==> config.mk <==
export PLATFORM = sky130hd
export DESIGN_NAME = div_ctrl
export DESIGN_NICKNAME = d
export VERILOG_FILES = /design/src/rtl/div_ctrl.sv
export SDC_FILE = /design/constraint.sdc
export NUM_CORES = 1
export LEC_CHECK = 0
export BUFFER_PORTS_ARGS = -buffer_cell sky130_fd_sc_hd__buf_2
export CAP_MARGIN = 20
export CORE_MARGIN = 8
export CORE_UTILIZATION = 59
export DETAILED_ROUTE_END_ITERATION = 6
export GPL_ROUTABILITY_DRIVEN = 0
export PLACE_DENSITY_LB_ADDON = 0.15
export SLEW_MARGIN = 20
export SYNTH_ARGS = -nofsm -noshare
export SYNTH_HDL_FRONTEND = slang
export SYNTH_SLANG_ARGS = --single-unit
export TNS_END_PERCENT = 1
==> constraint.sdc <==
create_clock -name clk -period 3.2 [get_ports clk]
set_input_delay 0.32 -clock clk [delete_from_list [all_inputs] [get_ports clk]]
set_output_delay 0.32 -clock clk [all_outputs]
set_load 0.02 [all_outputs]
==> src/rtl/div_ctrl.sv <==
// Multi-cycle restoring divide sequencer for DIV/DIVU in the EX stage.
// One quotient bit per cycle, sign fix-up on the final edge, result held until EX drops start.
module div_ctrl (
  input  logic        clk,
  input  logic        rst,
  input  logic        signed_div_i,
  input  logic [31:0] opdata1_i,
  input  logic [31:0] opdata2_i,
  input  logic        start_i,
  input  logic        annul_i,
  output logic [63:0] result_o,
  output logic        ready_o
);

  typedef enum logic [1:0] {
    ST_FREE   = 2'd0,
    ST_BYZERO = 2'd1,
    ST_ON     = 2'd2,
    ST_END    = 2'd3
  } state_t;

  function automatic logic [31:0] neg32(input logic [31:0] v);
    return ~v + 32'd1;
  endfunction

  state_t      state_r, state_next_s;
  logic [5:0]  cnt_r, cnt_next_s;
  logic [31:0] rem_r, rem_next_s;
  logic [31:0] dvd_r, dvd_next_s;
  logic [31:0] dvs_r, dvs_next_s;
  logic        neg_quo_r, neg_quo_next_s;
  logic        neg_rem_r, neg_rem_next_s;
  logic [63:0] result_r, result_next_s;
  logic        ready_r, ready_next_s;

  // The shifted partial remainder can reach 33 bits; the true difference always fits in 32.
  logic [32:0] shifted_hi_s;
  logic        keep_s;
  logic [31:0] diff_s;
  logic [31:0] quo_fix_s;
  logic [31:0] rem_fix_s;

  assign shifted_hi_s = {rem_r, dvd_r[31]};
  assign keep_s       = (shifted_hi_s >= {1'b0, dvs_r});
  assign diff_s       = shifted_hi_s[31:0] - dvs_r;
  assign quo_fix_s    = neg_quo_r ? neg32(dvd_r) : dvd_r;
  assign rem_fix_s    = neg_rem_r ? neg32(rem_r) : rem_r;

  // Next-state and datapath update for the divide sequencer.
  always_comb begin
    state_next_s   = state_r;
    cnt_next_s     = cnt_r;
    rem_next_s     = rem_r;
    dvd_next_s     = dvd_r;
    dvs_next_s     = dvs_r;
    neg_quo_next_s = neg_quo_r;
    neg_rem_next_s = neg_rem_r;
    result_next_s  = result_r;
    ready_next_s   = ready_r;

    case (state_r)
      ST_FREE: begin
        result_next_s = 64'd0;
        ready_next_s  = 1'b0;
        if (start_i && !annul_i) begin
          if (opdata2_i == 32'd0) begin
            state_next_s = ST_BYZERO;
          end else begin
            state_next_s   = ST_ON;
            cnt_next_s     = 6'd0;
            rem_next_s     = 32'd0;
            dvd_next_s     = (signed_div_i && opdata1_i[31]) ? neg32(opdata1_i) : opdata1_i;
            dvs_next_s     = (signed_div_i && opdata2_i[31]) ? neg32(opdata2_i) : opdata2_i;
            neg_quo_next_s = signed_div_i && (opdata1_i[31] ^ opdata2_i[31]);
            neg_rem_next_s = signed_div_i && opdata1_i[31];
          end
        end else begin
          state_next_s = ST_FREE;
        end
      end
      ST_BYZERO: begin
        if (annul_i) begin
          state_next_s  = ST_FREE;
          cnt_next_s    = 6'd0;
          result_next_s = 64'd0;
          ready_next_s  = 1'b0;
        end else begin
          state_next_s  = ST_END;
          result_next_s = 64'd0;
          ready_next_s  = 1'b1;
        end
      end
      ST_ON: begin
        if (annul_i) begin
          state_next_s  = ST_FREE;
          cnt_next_s    = 6'd0;
          result_next_s = 64'd0;
          ready_next_s  = 1'b0;
        end else if (cnt_r < 6'd32) begin
          rem_next_s = keep_s ? diff_s : shifted_hi_s[31:0];
          dvd_next_s = {dvd_r[30:0], keep_s};
          cnt_next_s = cnt_r + 6'd1;
        end else begin
          state_next_s  = ST_END;
          result_next_s = {rem_fix_s, quo_fix_s};
          ready_next_s  = 1'b1;
        end
      end
      ST_END: begin
        if (!start_i) begin
          state_next_s  = ST_FREE;
          result_next_s = 64'd0;
          ready_next_s  = 1'b0;
        end else begin
          state_next_s = ST_END;
        end
      end
      default: begin
        state_next_s  = ST_FREE;
        cnt_next_s    = 6'd0;
        result_next_s = 64'd0;
        ready_next_s  = 1'b0;
      end
    endcase
  end

  // State and datapath registers with synchronous reset.
  always_ff @(posedge clk) begin
    if (rst) begin
      state_r   <= ST_FREE;
      cnt_r     <= 6'd0;
      rem_r     <= 32'd0;
      dvd_r     <= 32'd0;
      dvs_r     <= 32'd0;
      neg_quo_r <= 1'b0;
      neg_rem_r <= 1'b0;
      result_r  <= 64'd0;
      ready_r   <= 1'b0;
    end else begin
      state_r   <= state_next_s;
      cnt_r     <= cnt_next_s;
      rem_r     <= rem_next_s;
      dvd_r     <= dvd_next_s;
      dvs_r     <= dvs_next_s;
      neg_quo_r <= neg_quo_next_s;
      neg_rem_r <= neg_rem_next_s;
      result_r  <= result_next_s;
      ready_r   <= ready_next_s;
    end
  end

  assign result_o = result_r;
  assign ready_o  = ready_r;

endmodule

==> results.json, run 1 <==
{
  "outcome": "finished, final reports clean",
  "hold_class": "input port to register",
  "skew_ps": 9.00,
  "syn_area_sq_mm": 0.0111,
  "first_pass_iters": 5,
  "p_leak_nw": 5.38,
  "cts_setup_buffers": 0,
  "clk_pin_slew_ps": 70,
  "cts_buffer_depth": 2,
  "initial_utilization": 0.595,
  "seq_area_sq_mm": 0.00342,
  "fin_nets": 1642,
  "portBuffers": 133,
  "vias": 10700,
  "nFillCells": 1574,
  "area_growth_pct": 13.7,
  "antenna_found_initial": 0,
  "wl_per_cell_um": 17.2,
  "critPathArrivalTime_ps": 3400,
  "grtUsageTotal": 0.255,
  "clock-sinks": 171,
  "numCtsBuffers": 17,
  "syn_inst": 1428,
  "powerDensity_mw_per_mm2": 424,
  "synth_ff_type": "dfxtp_1",
  "hold_violations": 0,
  "synth_edf_count": 0,
  "place_area_sq_mm": 0.0120,
  "period_minus_slack_ps": 3080,
  "crit_fanout": 4,
  "reg2reg_slack_ps": 120,
  "grt_pass1_wl_um": 49800,
  "avgSynthCellArea_sq_um": 7.75,
  "max-vdd-ir-drop_mv": 0.345,
  "drive_gt1_frac": 0.148,
  "maxCapViolCount": 0,
  "rsz0062_at_grt": "false",
  "grt_max_degree": 86,
  "die-area_sq_mm": 0.0234,
  "layout_common_cells": "nand2_1, dfxtp_1, nor2_1",
  "io_pins": 134,
  "final_area_sq_mm": 0.0126,
  "cp_data_required_time_ps": 3520,
  "cts_resized": 0,
  "multi_input_area_sq_mm": 0.00709,
  "slew_viol_final": 0,
  "clk_latency_ps": 430,
  "drt_iter0_drc": 1108,
  "grt_pass1_vias": 9635,
  "tightestPinTransition_ps": 1020,
  "relSlewSlack": 0.318,
  "wirelength_um": 30500,
  "ys_types": 73,
  "htreeDepth": 4,
  "final.period_utilization": 0.963,
  "yosys_warnings": 0,
  "vias_per_cell": 6.00,
  "cp-end-kind": "register",
  "core-area_sq_mm": 0.0186,
  "start_kind": "register",
  "fin_tns_setup_ps": 0,
  "synthArstFlopShare": 0,
  "max_freq_mhz": 324,
  "ys_ff_latch": 171,
  "diodes": 0,
  "layout_commonest_cell": "nand2_1",
  "crit_type": "register to register",
  "die_w_um": 153,
  "setup_violations": 0,
  "overflow": 0,
  "dieHeight_um": 153,
  "synth_fp_nets": 1540,
  "yosysSeqAreaShare": 0.309,
  "cts-root-buf": "clkbuf_16",
  "ctsHoldBuffers": 0,
  "dpl.hpwl_um": 23100,
  "antenna_left": 0,
  "fp-row-count": 50,
  "drc": 0,
  "cts_tree": "yes"
}
## state kept, by name (all words and copies together) (netlist names)
signal and flops:
rem_r 32, result_o 64, dvd_r 32, ready_o 1, dvs_r 32, cnt_r 6, state_r 2, neg_rem_r 1
neg_quo_r 1
## per-stage QoR
step / utilization / std cells / power, mW / setup slack [ps] / hold slack, ps
after floorplan: - / 1428 / 2.97 / 403 / 444
after global placement: 0.645 / 1745 / 3.23 / 311 / 428
after detailed placement: 0.645 / 1745 / 3.25 / 217 / 437
after CTS: 0.677 / 1777 / 5.33 / 131 / 192
after global routing: 0.677 / 1777 / 5.55 / 34.7 / 219
final: 0.677 / 1777 / 5.34 / 118 / 211
## worst paths after layout
kind | startpoint | end | depth (start not counted)
worst max-delay path | dvd_r[31] | rem_r[30] | 12
worst min-delay path | opdata2_i[1] | dvs_r[1] | 3
worst max register to register | dvd_r[31] | rem_r[30] | 12
worst min register to register | result_o[57] | result_o[57] | 2
## cell families (layout without fill, tap and decap cells)
group | after synthesis | in the layout | synth area share
xor+xnor | 147 | 147 | 0.116
mux | 24 | 24 | 0.0218
simple gates | 482 | 482 | 0.205
compound gates | 422 | 422 | 0.247
flops | 171 | 171 | 0.309
buf+inv | 139 | 254 | 0.0512
fa+ha+maj | 43 | 43 | 0.0493
## layout make-up
type | count | area share
clock buffer | 23 | 0.0388
clock inverter | 9 | 0.00875
inverter | 55 | 0.0164
multi-input combinational | 1118 | 0.563
sequential | 171 | 0.272
tap | 234 | 0.0233
timing repair buffer | 167 | 0.0774
## cell usage after synthesis (all sizes together), types with 3 or more instances
master	instances	area share
a211oi	41	0.028
a21o	15	0.010
a21oi	95	0.044
a22oi	44	0.030
a31oi	8	0.0045
a32oi	12	0.0095
and2	8	0.0048
and3	14	0.0079
and4	4	0.0032
buf	24	0.012
clkbuf	60	0.020
dfxtp	171	0.31
ha	42	0.048
inv	55	0.019
mux2i	23	0.021
nand2	180	0.062
nand2b	16	0.0093
nand3	21	0.0095
nand3b	6	0.0041
nand4	10	0.0057
nor2	150	0.051
nor2b	9	0.0051
nor3	24	0.012
nor3b	3	0.0025
nor4	12	0.0093
o211ai	7	0.0048
o21a	5	0.0034
o21ai	125	0.057
o21bai	9	0.0061
o31ai	23	0.016
o41ai	20	0.019
or2	3	0.0017
or3	12	0.0086
or4	6	0.0051
xnor2	70	0.055
xor2	77	0.061
## power breakdown
group,total [mW],switching (mW),internal (mW)
logic,0.963,0.581,0.381
registers,2.27,0.0788,2.19
clock network,2.11,0.870,1.24
total,5.34,1.53,3.81
## critical path, stage by stage, from the launching register on
cell      delay [ps]
dfxtp_1          300
inv_1            140
ha_1             190
inv_1             60
fa_1             410
a211oi_1         300
o21ai_0          180
a221oi_2         320
o21ai_1          140
a221o_1          430
a311o_1          340
o211ai_1          90
o21ai_1           70
## routing by layer
layer	vias to the layer above	wire, um	GRT usage
li1	5264	-	-
met1	4889	15100	0.388
met2	468	11900	0.344
met3	37	3010	0.0646
met4	0	461	0.0655
met5	-	0	0
No activity file was read; power rests on OpenSTA's default activity.
==> inputs of run 2 (changes only) <==
clock period = 3 ns   (was 3.2 ns; I/O delays follow)
==> run 2 against run 1 <==
- highest routed layer unchanged
- clock power rose by 7%
- largest power group unchanged
- setup slack improved by 0.60 ps
- largest cell class unchanged
- wire length decreased by 2.0%
- register-to-register slack about the same
- utilization increased by 0.75 points
- via count is 0.53% lower
- critical path depth stayed put
- die area stayed put
- sequential share of layout area decreased by 0.30 points
- global-route usage fell by 0.85 points
- combinational power grew 7%
- clock skew rose by 8.1 ps
==> results.json, run 2 (synthesis results as in run 1) <==
{
  "powerDensity_mw_per_mm2": 449,
  "hold_class": "input port to register",
  "start_kind": "register",
  "die_w_um": 153,
  "dieHeight_um": 153,
  "hold_violations": 0,
  "largest_reg_flops": 64,
  "grt_pass1_wl_um": 48200,
  "cp_cell_sequence": "inv_1, ha_1, a21oi_1, o21ai_0, and3_1, a31oi_1, a211oi_2, buf_4, a21oi_4, buf_12, mux2_2, o21ai_1",
  "crit_fanout": 37,
  "p_sw_mw": 1.61,
  "io_pins": 134,
  "fp-row-count": 50,
  "antenna_left": 0,
  "fin_tns_setup_ps": 0,
  "max_freq_mhz": 347,
  "numCtsBuffers": 17,
  "nFillCells": 1591,
  "wirelength_um": 29900,
  "cts_tree": "yes",
  "skew_ps": 17.1,
  "grt_pass1_vias": 9502,
  "overflow": 0,
  "dpl.hpwl_um": 22900,
  "diodes": 0,
  "cts_buffer_depth": 2,
  "crit_type": "register to register",
  "wl_per_cell_um": 16.7,
  "layout_commonest_cell": "nand2_1",
  "finalPower_mw": 5.71,
  "p_seq_frac": 0.423,
  "vias": 10600,
  "clk_latency_ps": 440,
  "final.period_utilization": 0.960,
  "period_minus_slack_ps": 2880,
  "first_pass_iters": 5,
  "cts-root-buf": "clkbuf_16",
  "p_leak_nw": 5.48,
  "critical-path-slowest-cell": "mux2_2",
  "crit_path_max_incr_delay_ps": 360,
  "max-vdd-ir-drop_mv": 0.397,
  "rsz0062_at_grt": "false",
  "initial_utilization": 0.595,
  "grtUsageTotal": 0.247,
  "cp-end-kind": "register",
  "setup_violations": 0,
  "internal_power_mw": 4.10,
  "critPathArrivalTime_ps": 3240,
  "layout_common_cells": "nand2_1, dfxtp_1, nor2_1",
  "portBuffers": 133,
  "htreeDepth": 4,
  "clk_pin_slew_ps": 60,
  "swShare": 0.282,
  "die-area_sq_mm": 0.0234,
  "tightestPinTransition_ps": 1020,
  "maxCapViolCount": 0,
  "power_frac_clock": 0.396,
  "antenna_found_initial": 0,
  "cp_data_required_time_ps": 3360,
  "core-area_sq_mm": 0.0186,
  "relSlewSlack": 0.318,
  "combPwrFrac": 0.181,
  "vias_per_cell": 5.92,
  "outcome": "finished, final reports clean",
  "area_growth_pct": 15.0,
  "grt_max_degree": 86,
  "drt_iter0_drc": 960,
  "drive_gt1_frac": 0.159,
  "fin_nets": 1659,
  "drc": 0,
  "clock-sinks": 171,
  "slew_viol_final": 0
}
run 2: routing by layer:
layer / part of all wire / vias up / track usage
li1: - / 5322 / -
met1: 0.52 / 4858 / 0.377
met2: 0.38 / 383 / 0.328
met3: 0.086 / 38 / 0.0632
met4: 0.015 / 0 / 0.0688
met5: 0 / - / 0
run 2: layout make-up:
cell class                      instances  area, sq um  area share
Clock buffer                           20          457      0.0359
Clock inverter                         10          141      0.0111
Inverter                               55          206      0.0162
Multi-Input combinational cell       1118         7100       0.558
Sequential cell                       171         3420       0.269
Tap cell                              234          293      0.0230
Timing Repair Buffer                  184         1100      0.0866
run 2: per-stage QoR:
stage | instance area [sq um] | utilization | setup slack (ps) | std cells | hold slack, ps
after floorplan | 11100 | - | 203 | 1428 | 444
after global placement | 12100 | 0.652 | 141 | 1762 | 431
after detailed placement | 12100 | 0.652 | 63.3 | 1762 | 439
after CTS | 12700 | 0.684 | 46.3 | 1792 | 176
after global routing | 12700 | 0.685 | 7.64 | 1792 | 204
final | 12700 | 0.685 | 119 | 1792 | 185
run 2: worst max-delay path: cells and delay by family (launching register included):
| family | cells | cell delay, ps |
|---|---|---|
| compound gates | 6 | 1020 |
| buf+inv | 3 | 490 |
| mux | 1 | 360 |
| fa+ha+maj | 1 | 350 |
| flops | 1 | 330 |
| simple gates | 1 | 250 |
run 2: power groups by stage:
stage               Clock (mW)  Sequential [mW]  Combinational [mW]
floorplan                    0             2.43               0.739
global placement             0             2.46               0.990
detailed placement           0             2.46                1.01
CTS                       2.29             2.41                1.01
global route              2.37             2.42                1.13
finish                    2.26             2.42                1.03
run 2: final timing paths:
path                   to  slack, ps  cells past startpoint           from
min             dvs_r[25]        180                      3  opdata2_i[25]
max reg2reg      rem_r[0]        120                     12       dvs_r[6]
max              rem_r[0]        120                     12       dvs_r[6]
min reg2reg  result_o[61]        440                      2   result_o[61]
run 2: what timing repair did:
action                                  CTS  global route
hold endpoints to repair                  0             0
resized for setup                         0             5
buffers inserted                          0             0
hold buffers                              0             0
endpoints found under the setup margin    0            11
==> inputs of run 3 (changes only) <==
PLACE_DENSITY_LB_ADDON = 0.25   (was 0.15)
==> run 3 against run 2 <==
- the flow now finishes with violations (DRC)
- setup slack worse by 28 ps
- sequential power is essentially flat
- final cell count about the same
- die area is the same
- non-clock buffer count down 3
- sequential cell count stayed put
- worst hold slack gained 9.8 ps
- utilization shrank 0.14 points
- first-iteration DRC count rose by 9.9%
- largest cell class unchanged
- highest routed layer unchanged
==> results.json, run 3 (synthesis results as in run 1) <==
{
  "outcome": "finished with violations",
  "violations": "DRC",
  "use_met1": 0.362,
  "cp_cell_sequence": "inv_1, ha_1, inv_1, fa_2, a211oi_2, o21ai_0, a221oi_2, o21ai_1, a221o_1, a311o_1, o211ai_1, o21ai_1",
  "max-vdd-ir-drop_mv": 0.334,
  "fin_nets": 1656,
  "whs_ps": 194,
  "worst-path-buf-inv": 2,
  "final_area_sq_mm": 0.0127,
  "tightestPinTransition_ps": 1110,
  "p_leak_nw": 5.46,
  "cp-end-kind": "register",
  "met2_usage": 0.372,
  "grt.busiest_layer": "met2",
  "ctsHoldBuffers": 0,
  "antenna_left": 0,
  "finalPower_mw": 5.70,
  "numCtsBuffers": 17,
  "dieHeight_um": 153,
  "cts_resized": 0,
  "grt_pass1_vias": 9885,
  "crit_fanout": 4,
  "cp_data_required_time_ps": 3310,
  "grtUsageTotal": 0.253,
  "diodes": 0,
  "crit_family": "compound AO/OA/AOI/OAI gates",
  "hold_violations": 0,
  "drt_iter0_drc": 1055,
  "io_pins": 134,
  "clk_pin_slew_ps": 60,
  "max_freq_mhz": 344,
  "vias": 10700,
  "grt_max_degree": 67,
  "maxCapViolCount": 0,
  "powerDensity_mw_per_mm2": 449,
  "antenna_found_initial": 0,
  "core-area_sq_mm": 0.0186,
  "nFillCells": 1571,
  "fp-row-count": 50,
  "use_met3": 0.0584,
  "initial_utilization": 0.595,
  "instances_no_fill": 1791,
  "crit_type": "register to register",
  "vias_per_cell": 6.00,
  "layout_common_cells": "nand2_1, dfxtp_1, nor2_1",
  "skew_ps": 7.62,
  "clk_latency_ps": 430,
  "htreeDepth": 4,
  "drc": 1,
  "drive_gt1_frac": 0.157,
  "slew_viol_final": 0,
  "critPathArrivalTime_ps": 3220,
  "setup_violations": 0,
  "largest_reg_flops": 64,
  "cts-root-buf": "clkbuf_16",
  "layout_commonest_cell": "nand2_1",
  "final_util": 0.683,
  "area_growth_pct": 14.7,
  "critical-path-slowest-cell": "a221o_1",
  "crit_path_max_incr_delay_ps": 430,
  "wl_per_cell_um": 16.9,
  "cts_buffer_depth": 2,
  "final.period_utilization": 0.970,
  "die-area_sq_mm": 0.0234,
  "place_area_sq_mm": 0.0121,
  "overflow": 0,
  "relSlewSlack": 0.257,
  "grt_pass1_wl_um": 49400,
  "dpl.hpwl_um": 23000,
  "hold_class": "input port to register",
  "placed_cells": 1759,
  "start_kind": "register",
  "die_w_um": 153,
  "wirelength_um": 30300,
  "cts_setup_buffers": 0,
  "clock-sinks": 171,
  "cts_tree": "yes",
  "portBuffers": 133,
  "period_minus_slack_ps": 2910,
  "first_pass_iters": 7
}
run 3: through the flow:
stage | setup WS (ps) | TNS, ps
final | 90.9 | 0
after global routing | -20.1 | -20.1
after CTS | 58.5 | 0
after detailed placement | 69.0 | 0
after global placement | 143 | 0
after floorplan | 203 | 0
run 3: layout make-up:
| cell class | instances | area, sq um | area share |
|---|---|---|---|
| multi-input cells | 1118 | 7100 | 0.559 |
| flip-flops and latches | 171 | 3420 | 0.270 |
| well taps | 234 | 293 | 0.0231 |
| inverters | 55 | 206 | 0.0163 |
| clock inverters | 11 | 144 | 0.0113 |
| repair buffers | 181 | 1080 | 0.0850 |
| clock buffers | 21 | 450 | 0.0355 |
run 3: report_power, final:
| group | internal [mW] | switching [mW] |
|---|---|---|
| clock | 1.33 | 0.909 |
| combinational | 0.419 | 0.623 |
| sequential | 2.33 | 0.0807 |
| total | 4.08 | 1.61 |
run 3: layer usage:
| layer | vias up | part of all wire |
|---|---|---|
| met5 | - | 0 |
| met4 | 0 | 0.016 |
| met3 | 36 | 0.088 |
| met2 | 460 | 0.42 |
| met1 | 4935 | 0.48 |
| li1 | 5309 | - |
run 3: worst paths after layout:
check                 from            to  slack [ps]  cells past startpoint
max reg2reg      dvd_r[31]     rem_r[30]          90                     12
max              dvd_r[31]     rem_r[30]          90                     12
min          opdata2_i[22]     dvs_r[22]         190                      3
min reg2reg   result_o[57]  result_o[57]         450                      2
run 3: worst reg2reg max path, delay by kind of cell, from the launching register on:
family	cells	cell delay, ps
adder cells (fa/ha/maj)	2	530
buffers and inverters	2	130
flip-flops	1	300
AO/OA/AOI/OAI	8	1830
